--- config.mk ---
export PLATFORM = sky130hd
export DESIGN_NAME = pet2001_char_pixel_pipe
export DESIGN_NICKNAME = d
export VERILOG_FILES = /design/src/rtl/pet2001_char_pixel_pipe.sv
export SDC_FILE = /design/constraint.sdc
export NUM_CORES = 1
export LEC_CHECK = 0
export CAP_MARGIN = 10
export CORE_MARGIN = 5
export CORE_UTILIZATION = 47
export CTS_CLUSTER_DIAMETER = 200
export DETAILED_ROUTE_END_ITERATION = 10
export GPL_TIMING_DRIVEN = 0
export HOLD_SLACK_MARGIN = 0.08
export PLACE_DENSITY = 0.83
export SLEW_MARGIN = 5
export SYNTH_ARGS = -nofsm -noshare
export SYNTH_HDL_FRONTEND = slang
export SYNTH_SLANG_ARGS = --single-unit
--- constraint.sdc ---
create_clock -name clk -period 2.71 [get_ports clk]
set_input_delay 0.271 -clock clk [delete_from_list [all_inputs] [get_ports clk]]
set_output_delay 0.271 -clock clk [all_outputs]
set_load 0.05 [all_outputs]
--- src/rtl/pet2001_char_pixel_pipe.sv ---
// PET 2001 character/pixel pipeline.
// Takes the CRTC-style outputs of the discrete video timing generator and
// produces the character pixel stream. The pipeline has three steps:
//   1. fetch the screen code from video RAM
//   2. look up the glyph row in the character ROM
//   3. load the row into an 8-bit shifter, which emits it MSB first at the
//      pixel rate
// Blank and sync are delayed by the same number of character slots so they
// stay aligned with the pixels for the scaler and video mixer.
//
// PIPE_DEPTH is the number of ce_1m slots between an address and its pixel
// load. The fetch/lookup structure below is built for a depth of 2 only. The
// parameter sizes the timing delay line so both paths visibly share it.

module pet2001_char_pixel_pipe #(
  parameter int PIPE_DEPTH = 2
) (
  input  logic        clk,
  input  logic        reset,
  input  logic        ce_1m,
  input  logic        ce_8m,
  input  logic [9:0]  vid_ma,
  input  logic [4:0]  vid_ra,
  input  logic        vid_de,
  input  logic        vid_hblank,
  input  logic        vid_vblank,
  input  logic        vid_hsync,
  input  logic        vid_vsync,
  input  logic        video_blank,
  input  logic        video_gfx,
  output logic [9:0]  vram_addr,
  input  logic [7:0]  vram_data,
  output logic [10:0] charrom_addr,
  input  logic [7:0]  charrom_data,
  output logic        pix,
  output logic        pix_hblank,
  output logic        pix_vblank,
  output logic        pix_hsync,
  output logic        pix_vsync
);

  // Timing bundle carried alongside the character data.
  typedef struct packed {
    logic hblank;
    logic vblank;
    logic hsync;
    logic vsync;
  } timing_t;

  // Stage 0 state: address phase.
  logic       de1;
  logic [2:0] ra1;

  // Stage 1 state: glyph lookup phase.
  logic       inv2;
  logic       de2;

  // Stage 2 state: pixel shifter and aligned timing.
  logic [7:0] shreg;
  timing_t    t_pipe [PIPE_DEPTH];
  timing_t    t_out;

  // Glyph row as it will be loaded into the shifter.
  logic [7:0] glyph_row;
  logic [7:0] load_byte;

  timing_t    t_in;

  assign t_in = '{hblank: vid_hblank, vblank: vid_vblank,
                  hsync:  vid_hsync,  vsync:  vid_vsync};

  // Stage 0: present the matrix address to video RAM and capture the row
  // information. Raster rows 8..31 lie below the 8-line glyph and count as
  // blank rows.
  always_ff @(posedge clk) begin
    // NOTE: every clocked register uses non-blocking assignment so that all
    // stages read the values from before this edge, giving true pipelining.
    if (reset) begin
      vram_addr <= '0;
      de1       <= 1'b0;
      ra1       <= '0;
    end else if (ce_1m) begin
      vram_addr <= vid_ma;
      de1       <= vid_de & (vid_ra[4:3] == 2'b00);
      ra1       <= vid_ra[2:0];
    end
  end

  // Stage 1: the screen code has arrived from RAM. Form the ROM address
  // from it and keep the reverse-video bit for the next slot.
  always_ff @(posedge clk) begin
    if (reset) begin
      charrom_addr <= '0;
      inv2         <= 1'b0;
      de2          <= 1'b0;
    end else if (ce_1m) begin
      charrom_addr <= {video_gfx, vram_data[6:0], ra1};
      inv2         <= vram_data[7];
      de2          <= de2_next();
    end
  end

  // de passes through stage 1 unchanged. It is kept as a function so that
  // the stage-1 block reads as a pure list of register loads.
  function automatic logic de2_next();
    return de1;
  endfunction

  // Glyph row after reverse video. Inversion is applied only inside the
  // displayed area, so borders and blanked rows never show an inverted fill.
  always_comb begin
    glyph_row = charrom_data ^ {8{inv2}};
    load_byte = 8'h00;
    if (de2 && !video_blank) begin
      load_byte = glyph_row;
    end
  end

  // Stage 2 shifter: load a new row on ce_1m, otherwise shift left on each
  // ce_8m. On the coincident ce_8m the load takes priority and no shift
  // happens, so bit 7 of the new row is the first pixel of the character.
  // Once the row is exhausted the shifter keeps filling with zeros.
  always_ff @(posedge clk) begin
    if (reset) begin
      shreg <= 8'h00;
    end else if (ce_1m) begin
      shreg <= load_byte;
    end else if (ce_8m) begin
      shreg <= {shreg[6:0], 1'b0};
    end
  end

  assign pix = shreg[7];

  // Timing delay line: the same number of character slots as the data path,
  // followed by an output register that updates on the same edge as the
  // shifter load.
  always_ff @(posedge clk) begin
    // NOTE: the delay line is a small register array, not a RAM, so it is
    // cleared element by element on reset like any other flop.
    if (reset) begin
      for (int i = 0; i < PIPE_DEPTH; i++) begin
        t_pipe[i] <= '0;
      end
      t_out <= '0;
    end else if (ce_1m) begin
      t_pipe[0] <= t_in;
      for (int i = 1; i < PIPE_DEPTH; i++) begin
        t_pipe[i] <= t_pipe[i-1];
      end
      t_out <= t_pipe[PIPE_DEPTH-1];
    end
  end

  assign pix_hblank = t_out.hblank;
  assign pix_vblank = t_out.vblank;
  assign pix_hsync  = t_out.hsync;
  assign pix_vsync  = t_out.vsync;

endmodule

==> results.txt, run 1 <==
----------------------------------------------------
[Status]
  Status ... finished, final reports clean

[Pwr]
  Fraction of power consumed by the clock network ... 0.287
  Cell internal pwr ... 1100 uW
  Switching Power ... 387 uW
  Part of the power in registers ... 0.515
  Gate power share ... 0.198
  Fraction of power spent switching nets ... 0.261
  Static Leakage ... 0.00110 uW
  Power per cell area ... 546 nW/um^2
  Peak supply drop ... 0.000337 V
  Total power ... 1480 uW

[Route]
  Wire length after detailed routing ... 3960 um
  Routed via count ... 1417
  TritonRoute pass-1 iters ... 4
  Routed len/inst ... 13.3 um
  Post-detailed-route via-to-cell ratio ... 4.77
  Drt first-iter violations ... 36
  DRC violation count after routing ... 0
  Final antenna-violating net count ... 0

[GRT]
  Vias in the first global route ... 1404
  Global routing usage summed across all routing layers ... 0.156
  Total overflow reported by the global router ... 0
  Initial antenna violation count ... 0
  Wire length of the first global-routing pass ... 6420 um
  Largest net degree at the start of global routing ... 15

[Job]
  Max-cap violation count ... 0

[Clock network]
  Insertion delay of the later-clocked pin in the worst-skew pair ... 0.29 ns
  TritonCTS buffer count ... 5
  Bufs on Longest Clock Path ... 2
  Number of setup buffers added after CTS ... 0
  Clock tree from TritonCTS ... done
  Clock root buffer ... sky130_fd_sc_hd__clkbuf_8
  CTS Sinks ... 47
  Hold bufs inserted after CTS ... 0
  Number of gates resized after cts ... 0
  Count of H-tree levels built during CTS ... 2
  Clock edge transition at the registers on the reported setup and hold paths ... 0.08 ns

[Setup path]
  Buffers plus inverters on the worst setup path ... 1
  Endpoint type of the worst setup path ... output pin
  Data arrival time of the critical path ... 1.47 ns
  Slowest CP cell ... sky130_fd_sc_hd__clkdlybuf4s50_1
  Highest cell delay on the worst timing path ... 0.83 ns
  Cell family with the largest share of critical-path delay ... buffers and inverters
  Launching element type of the critical path ... flop
  Cell-by-cell listing of the critical path ... clkdlybuf4s50_1
  Critical path class ... reg -> out
  Maximum fanout encountered on the critical timing path ... 2
  Data required, critical path ... 2.44 ns

[Timing]
  Normalized max-slew margin ... 0.642
  Count of final max-slew check failures ... 0
  Total negative slack for setup checks ... 0 ns
  Crit path time final ... 1.74 ns
  Final-report hold violation count ... 0
  Highest Clock Rate ... 0.575 GHz
  Final Cycle Share ... 0.642
  Unrepaired setup endpoints after global routing ... false
  Final setup violation count ... 0
  Least-Margin Pin Slew ... 0.535 ns
  Setup clock skew after layout ... 0.00299 ns

[Yosys]
  Fraction of registers with async set/reset ... 0
  Ys flop type ... sky130_fd_sc_hd__dfxtp_1
  Number of standard cells after synthesis ... 173
  Number of synthesized flops with an enable pin ... 8
  Yosys warning total ... 0
  Sequential element share of the synthesized area ... 0.537
  Syn nets ... 215
  Total of flip-flops plus latches after synthesis ... 47
  Average instance area after synthesis ... 11.0 sq um
  Synth unique cells ... 22
  Mapped Area ... 1900 sq um

[Layout]
  Area of all placed cells without fillers ... 2720 sq um
  Layout area overhead ... 42.9%
  Fill cell instance count of the final layout ... 324
  Antenna Diode Count ... 0
  Layout cells sized above 1 ... 0.0729
  Final cell count without fillers ... 297
  Net count of the finished layout ... 288
  Post-route core utilization ... 0.684

[Min path]
  Worst hold-check path type ... in -> reg

[Placed design]
  Count of input and output buffers ... 66
  Estimated wirelength of the detail-placed design ... 2960 um
  Total cell area at the placement stage ... 2620 sq um
  Instance count after placement with tap cells included ... 289
  Last weighted congestion value of the routability-driven placer ... 0.780

[Floorplan]
  Area of the core region ... 3970 sq um
  Starting Density ... 0.479
  Site row count ... 23
  Die outline width ... 73.6 um
  Number of primary I/O pins ... 68
  Chip height ... 73.6 um
  Total Die Area ... 5420 sq um

----------------------------------------------------
## routing by layer
metal  GRT usage  vias to the layer above  wire, um
met5           0                        -         0
met4      0.0765                        0        48
met1       0.194                      635      1700
li1            -                      728         -
met3      0.0711                        5       395
met2       0.227                       49      1820
## registers in the layout, indices dropped and copies added, names as in the netlist
| register | cells |
|---|---|
| ra1 | 3 |
| charrom_addr | 11 |
| pix_hblank | 1 |
| pix_vsync | 1 |
| de2 | 1 |
| de1 | 1 |
| pix_hsync | 1 |
| shreg | 8 |
| inv2 | 1 |
| pix_vblank | 1 |
| t_pipe | 8 |
| vram_addr | 10 |
## synthesized netlist by cell type, types with 2 or more instances
cell	instances	area share
sky130_fd_sc_hd__dfxtp_1	39	0.41
sky130_fd_sc_hd__nor2_1	33	0.065
sky130_fd_sc_hd__mux2i_1	30	0.16
sky130_fd_sc_hd__nor3_1	12	0.032
sky130_fd_sc_hd__and2_1	8	0.026
sky130_fd_sc_hd__edfxtp_1	8	0.13
sky130_fd_sc_hd__xnor2_1	8	0.037
sky130_fd_sc_hd__nor2b_1	7	0.023
sky130_fd_sc_hd__o22a_1	7	0.032
sky130_fd_sc_hd__buf_6	5	0.030
sky130_fd_sc_hd__clkbuf_1	3	0.0059
sky130_fd_sc_hd__buf_4	2	0.0079
sky130_fd_sc_hd__nor3_2	2	0.011
## stage by stage
step	worst slack, ns	hold WS [ns]
6_report	0.971	0.445
5_1_grt	0.895	0.454
4_1_cts	0.962	0.443
3_5_place_dp	0.774	0.481
3_3_place_gp	0.754	0.461
2_1_floorplan	1.43	0.418
## kinds of logic after synthesis
logic type,after synthesis,synth area share
AOI/OAI and AO/OA,9,0.0395
DFF,47,0.537
buffers and inverters,12,0.0480
xor gates and xnor gates,8,0.0369
muxes,30,0.158
and+or+nand+nor,67,0.180
## final cells by class
| class | count | area, sq um | area share |
|---|---|---|---|
| clock buffer | 7 | 86.3 | 0.0318 |
| multi-input combinational | 114 | 788 | 0.290 |
| tap | 50 | 62.6 | 0.0230 |
| sequential | 47 | 1020 | 0.376 |
| clock inverter | 1 | 5.00 | 0.00184 |
| timing repair buffer | 66 | 661 | 0.243 |
| buffer | 12 | 91.3 | 0.0336 |
## cells in the final DEF, fill, tap and decap left out, types with 2 or more instances in the layout
| cell type | synthesis | final |
|---|---|---|
| sky130_fd_sc_hd__and2_1 | 8 | 8 |
| sky130_fd_sc_hd__buf_4 | 2 | 2 |
| sky130_fd_sc_hd__buf_6 | 5 | 5 |
| sky130_fd_sc_hd__clkbuf_1 | 3 | 4 |
| sky130_fd_sc_hd__clkbuf_8 | 0 | 6 |
| sky130_fd_sc_hd__clkdlybuf4s50_1 | 0 | 66 |
| sky130_fd_sc_hd__dfxtp_1 | 39 | 39 |
| sky130_fd_sc_hd__edfxtp_1 | 8 | 8 |
| sky130_fd_sc_hd__mux2i_1 | 30 | 30 |
| sky130_fd_sc_hd__nor2_1 | 33 | 33 |
| sky130_fd_sc_hd__nor2b_1 | 7 | 7 |
| sky130_fd_sc_hd__nor3_1 | 12 | 12 |
| sky130_fd_sc_hd__nor3_2 | 2 | 2 |
| sky130_fd_sc_hd__o22a_1 | 7 | 7 |
| sky130_fd_sc_hd__xnor2_1 | 8 | 8 |
## power groups by stage
stage | sequential [uW] | combinational [uW] | clock (uW)
after floorplan | 849 | 105 | 0
after global placement | 777 | 292 | 0
after detailed placement | 780 | 295 | 0
after CTS | 763 | 297 | 439
after global routing | 768 | 314 | 477
final | 763 | 294 | 426
## path summary, 6_finish.rpt
| check | start | to | slack (ns) | cells past startpoint |
|---|---|---|---|---|
| worst max-delay path | charrom_addr[0]$_SDFFE_PP0P_ | charrom_addr[0] | 0.97 | 1 |
| worst min-delay path | ce_1m | shreg[7]$_SDFFE_PP0P_ | 0.44 | 4 |
| worst max register to register | inv2$_SDFFE_PP0P_ | shreg[4]$_SDFFE_PP0P_ | 1.71 | 4 |
| worst min register to register | de1$_SDFFE_PP0P_ | de1$_SDFFE_PP0P_ | 0.48 | 2 |
Note: power is estimated with default switching activity, not from simulation.
==> inputs of run 2 (changes only) <==
CORE_UTILIZATION = 44   (was 47)
PLACE_DENSITY = 0.79   (was 0.83)
clock period = 1.7 ns   (was 2.71 ns; I/O delays follow)
==> run 2 against run 1 <==
Design area about the same; first-iteration DRC count up 69%; worst setup slack worse by 0.90 ns; sequential share of layout area about the same; clock skew up 0.0021 ns; flip-flop and latch count unchanged; critical endpoint is now charrom_addr[2]; count of clock-buffer cells in the layout down 2.
==> results.txt, run 2 (synthesized netlist as in run 1, its figures left out) <==
----------------------------------------------------
[Status]
  Status ... finished, final reports clean

[Setup path]
  Critical path class ... reg -> out
  Cell family with the largest share of critical-path delay ... buffers and inverters
  Endpoint type of the worst setup path ... output pin
  Slowest CP cell ... sky130_fd_sc_hd__clkdlybuf4s50_1
  Data required, critical path ... 1.53 ns
  Data arrival time of the critical path ... 1.46 ns
  Launching element type of the critical path ... flop
  Maximum fanout encountered on the critical timing path ... 2
  Buffers plus inverters on the worst setup path ... 1
  Cell-by-cell listing of the critical path ... clkdlybuf4s50_1
  Highest cell delay on the worst timing path ... 0.82 ns

[Clock network]
  Number of setup buffers added after CTS ... 0
  Count of H-tree levels built during CTS ... 2
  Clock edge transition at the registers on the reported setup and hold paths ... 0.09 ns
  TritonCTS buffer count ... 5
  Clock root buffer ... sky130_fd_sc_hd__clkbuf_8
  Bufs on Longest Clock Path ... 2
  CTS Sinks ... 47
  Clock tree from TritonCTS ... done
  Insertion delay of the later-clocked pin in the worst-skew pair ... 0.30 ns
  Hold bufs inserted after CTS ... 0
  Number of gates resized after cts ... 0

[Floorplan]
  Die outline width ... 75.7 um
  Chip height ... 75.7 um
  Starting Density ... 0.446
  Area of the core region ... 4260 sq um
  Site row count ... 24
  Total Die Area ... 5730 sq um
  Number of primary I/O pins ... 68

[Timing]
  Unrepaired setup endpoints after global routing ... false
  Normalized max-slew margin ... 0.647
  Least-Margin Pin Slew ... 0.528 ns
  Setup clock skew after layout ... 0.00505 ns
  Crit path time final ... 1.63 ns
  Count of final max-slew check failures ... 0
  Final setup violation count ... 0
  Highest Clock Rate ... 0.613 GHz
  Total negative slack for setup checks ... 0 ns
  Final Cycle Share ... 0.959
  Final-report hold violation count ... 0

[Layout]
  Fill cell instance count of the final layout ... 339
  Antenna Diode Count ... 0
  Layout cells sized above 1 ... 0.0729
  Commonest non-fill, non-tap cell in the layout ... sky130_fd_sc_hd__clkdlybuf4s50_1
  Registers with the highest flip-flop counts ... charrom_addr (11), vram_addr (10)
  Final cell count without fillers ... 299
  Most used cells in the layout excluding fill and tap cells ... sky130_fd_sc_hd__clkdlybuf4s50_1 (65), sky130_fd_sc_hd__dfxtp_1 (39), sky130_fd_sc_hd__nor2_1 (33), sky130_fd_sc_hd__mux2i_1 (30), sky130_fd_sc_hd__nor3_1 (12)
  Net count of the finished layout ... 288
  Largest reg by FF count ... charrom_addr
  Flip-flop count of the largest register after layout ... 11
  Layout area overhead ... 43.0%

[Route]
  DRC violation count after routing ... 0
  Routed len/inst ... 13.2 um
  Final antenna-violating net count ... 0
  TritonRoute pass-1 iters ... 4
  Wire length after detailed routing ... 3960 um
  Drt first-iter violations ... 61
  Routed via count ... 1418
  Post-detailed-route via-to-cell ratio ... 4.74

[GRT]
  Total overflow reported by the global router ... 0
  Initial antenna violation count ... 0
  Global routing usage summed across all routing layers ... 0.141
  Vias in the first global route ... 1326
  Wire length of the first global-routing pass ... 6070 um
  Largest net degree at the start of global routing ... 16

[Placed design]
  Count of input and output buffers ... 66
  Estimated wirelength of the detail-placed design ... 2930 um
  Instance count after placement with tap cells included ... 291
  Last weighted congestion value of the routability-driven placer ... 0.729

[Pwr]
  Power per cell area ... 862 nW/um^2
  Static Leakage ... 0.00112 uW
  Peak supply drop ... 0.000622 V

[Job]
  Max-cap violation count ... 0

[Min path]
  Worst hold-check path type ... in -> reg

----------------------------------------------------
==> run 2: cell types whose count changed in the layout (fill, tap and decap cells not counted), sizes merged <==
| cell | before | now |
|---|---|---|
| clkbuf | 10 | 8 |
| clkdlybuf4s50 | 66 | 65 |
| clkinv | 1 | 2 |
| clkinvlp | 0 | 1 |
| dlymetal6s2s | 0 | 1 |
==> run 2: routing by layer <==
metal,wire length [um],GRT usage
met1,1730,0.181
met2,1820,0.208
met3,363,0.0673
met4,40,0.0466
met5,0,0
==> run 2: final cells by class <==
class / count / area, sq um / area share
clock buffer: 5 / 68.8 / 0.0253
timing repair buffer: 66 / 663 / 0.244
buffer: 12 / 91.3 / 0.0336
multi-input combinational: 114 / 788 / 0.290
tap: 52 / 65.1 / 0.0239
sequential: 47 / 1020 / 0.376
clock inverter: 3 / 20.0 / 0.00737
==> run 2: worst paths after layout <==
kind / startpoint / end / slack (ns) / cells past startpoint
max: charrom_addr[2]$_SDFFE_PP0P_ / charrom_addr[2] / 0.07 / 1
min: ce_1m / shreg[1]$_SDFFE_PP0P_ / 0.34 / 4
max reg2reg: inv2$_SDFFE_PP0P_ / shreg[0]$_SDFFE_PP0P_ / 0.70 / 4
min reg2reg: de1$_SDFFE_PP0P_ / de1$_SDFFE_PP0P_ / 0.49 / 2
==> run 2: where the power goes <==
part	internal (uW)	leakage (uW)	switching, uW
combinational	228	0.000667	240
clock	287	0.0000418	372
sequential	1190	0.000408	25.7
==> run 2: through the flow <==
stage / hold slack [ns] / setup slack (ns) / util / power (uW) / cell area [sq um]
floorplan: 0.317 / 0.519 / - / 1520 / 1900
finish: 0.338 / 0.0689 / 0.637 / 2340 / 2720
global placement: 0.460 / -0.159 / 0.616 / 1710 / 2630
detailed placement: 0.479 / -0.169 / 0.616 / 1710 / 2630
global route: 0.346 / 0.0148 / 0.637 / 2440 / 2720
CTS: 0.331 / 0.0467 / 0.637 / 2370 / 2720
==> inputs of run 3 (changes only) <==
ABC_CLOCK_PERIOD_IN_PS = 1700   (was unset)
CORE_MARGIN = 1   (was 5)
CORE_UTILIZATION = 25   (was 44)
PLACE_DENSITY = unset   (was 0.79)
==> run 3 against run 2 <==
Flip-flop and latch count unchanged; combinational power about the same; first-iteration DRC count decreased by 33%; count of clock-buffer cells in the layout increased by 2; cell count increased by 16%; largest cell class unchanged; largest power group unchanged.
==> results.txt, run 3 (synthesized netlist as in run 1, its figures left out) <==
----------------------------------------------------
[Timing]
  Final setup violation count ... 0
  Count of final max-slew check failures ... 0
  Unrepaired setup endpoints after global routing ... false
  Hold Worst Slack ... 0.359 ns
  Final-report hold violation count ... 0
  Highest Clock Rate ... 0.615 GHz
  Setup clock skew after layout ... 0.00553 ns
  Final Cycle Share ... 0.957
  Least-Margin Pin Slew ... 0.523 ns
  Crit path time final ... 1.63 ns
  Normalized max-slew margin ... 0.650

[Layout]
  Fill cell instance count of the final layout ... 744
  Post-route core utilization ... 0.381
  Flip-flop count of the largest register after layout ... 11
  Footprint of the multi-input gates ... 788 sq um
  Layout area overhead ... 46.1%
  Registers with the highest flip-flop counts ... charrom_addr (11), vram_addr (10)
  Most used cells in the layout excluding fill and tap cells ... sky130_fd_sc_hd__clkdlybuf4s50_1 (66), sky130_fd_sc_hd__dfxtp_1 (39), sky130_fd_sc_hd__nor2_1 (33), sky130_fd_sc_hd__mux2i_1 (30), sky130_fd_sc_hd__nor3_1 (12)
  Net count of the finished layout ... 288
  Footprint of the flip-flops and latches ... 1020 sq um
  Antenna Diode Count ... 0
  Commonest non-fill, non-tap cell in the layout ... sky130_fd_sc_hd__clkdlybuf4s50_1
  Largest reg by FF count ... charrom_addr
  Layout cells sized above 1 ... 0.0769

[Setup path]
  Cell family with the largest share of critical-path delay ... buffers and inverters
  Buffers plus inverters on the worst setup path ... 1
  Cell-by-cell listing of the critical path ... clkdlybuf4s50_1
  Flop2flop setup slack ... 0.70 ns
  Data required, critical path ... 1.53 ns
  Data arrival time of the critical path ... 1.46 ns
  Logic depth of the worst register-to-register path ... 4
  Maximum fanout encountered on the critical timing path ... 2
  Critical path class ... reg -> out
  Endpoint type of the worst setup path ... output pin
  Launching element type of the critical path ... flop
  R2R Path Start ... inv2$_SDFFE_PP0P_
  Slowest CP cell ... sky130_fd_sc_hd__clkdlybuf4s50_1
  Highest cell delay on the worst timing path ... 0.82 ns
  Crit Reg-Reg Endpoint ... shreg[0]$_SDFFE_PP0P_

[Clock network]
  Count of H-tree levels built during CTS ... 2
  Clock tree from TritonCTS ... done
  Insertion delay of the later-clocked pin in the worst-skew pair ... 0.29 ns
  Bufs on Longest Clock Path ... 2
  Clock edge transition at the registers on the reported setup and hold paths ... 0.08 ns
  CTS Sinks ... 47
  TritonCTS buffer count ... 5
  Clock root buffer ... sky130_fd_sc_hd__clkbuf_8
  Hold bufs inserted after CTS ... 0

[Floorplan]
  Die outline width ... 89.2 um
  Total Die Area ... 7950 sq um
  Starting Density ... 0.261
  Area of the core region ... 7290 sq um
  Chip height ... 89.2 um
  Site row count ... 31
  Number of primary I/O pins ... 68

[Route]
  TritonRoute pass-1 iters ... 4
  DRC violation count after routing ... 0
  Routed len/inst ... 11.7 um
  Post-detailed-route via-to-cell ratio ... 4.16
  Wire length after detailed routing ... 4060 um
  Final antenna-violating net count ... 0
  Routed via count ... 1441
  Drt first-iter violations ... 41

[Pwr]
  Peak supply drop ... 0.000352 V
  Total power ... 2370 uW
  Static Leakage ... 0.00111 uW
  Power per cell area ... 855 nW/um^2

[Status]
  Status ... finished, final reports clean

[Placed design]
  Count of input and output buffers ... 66
  Estimated wirelength of the detail-placed design ... 2860 um
  Last weighted congestion value of the routability-driven placer ... 0.664

[GRT]
  Wire length of the first global-routing pass ... 6840 um
  Initial antenna violation count ... 0
  Global routing usage summed across all routing layers ... 0.114
  Vias in the first global route ... 1415
  Largest net degree at the start of global routing ... 15
  Total overflow reported by the global router ... 0

[Min path]
  Worst Min Path Start ... ce_1m
  Hold path depth ... 4
  Worst hold-check path type ... in -> reg
  Worst Hold End ... shreg[7]$_SDFFE_PP0P_

[Job]
  Max-cap violation count ... 0

----------------------------------------------------
run 3: power by group:
group,internal [uW],leakage (uW),switching (uW)
Combinational,228,0.000652,241
Clock,329,0.0000482,361
Sequential,1190,0.000408,25.0
Total,1750,0.00111,626
run 3: timing repair:
item / 4_1_cts / 5_1_grt
buffers inserted: 0 / 0
gates resized for setup: 0 / 1
endpoints found under the hold margin: 0 / 0
setup endpoints to repair: 0 / 8
run 3: worst max path at each step:
stage                            startpoint  cells after the start                          to  slack [ns]
2_1_floorplan                         ce_1m                      4  t_pipe[0][0]$_SDFFCE_PN0P_        0.52
3_3_place_gp                          reset                      3  t_pipe[0][3]$_SDFFCE_PN0P_       -0.27
3_5_place_dp                          reset                      3  t_pipe[0][1]$_SDFFCE_PN0P_       -0.26
4_1_cts        charrom_addr[0]$_SDFFE_PP0P_                      1             charrom_addr[0]        0.05
5_1_grt           vram_addr[1]$_SDFFE_PP0P_                      1                vram_addr[1]        0.01
6_report          vram_addr[1]$_SDFFE_PP0P_                      1                vram_addr[1]        0.07
run 3: metal layers:
layer / up-vias / GRT usage / routed length [um]
met2: 50 / 0.181 / 1830
met4: 0 / 0.0346 / 47
met1: 654 / 0.149 / 1910
met3: 5 / 0.0342 / 272
li1: 732 / - / -
met5: - / 0 / 0
run 3: area by class of cell:
cell class              instances  area share
flip-flops and latches         47       0.368
multi-input cells             114       0.284
repair buffers                 66       0.238
well taps                      99      0.0446
plain buffers                  12      0.0333
clock buffers                   7      0.0311
clock inverters                 1     0.00180
run 3: per-stage QoR:
| stage | worst slack (ns) | TNS, ns | std cells | cell area (sq um) |
|---|---|---|---|---|
| 2_1_floorplan | 0.519 | 0 | 173 | 1900 |
| 3_3_place_gp | -0.271 | -2.17 | 338 | 2690 |
| 3_5_place_dp | -0.258 | -2.06 | 338 | 2690 |
| 4_1_cts | 0.0532 | 0 | 346 | 2780 |
| 6_report | 0.0729 | 0 | 346 | 2780 |
| 5_1_grt | 0.0137 | 0 | 346 | 2780 |
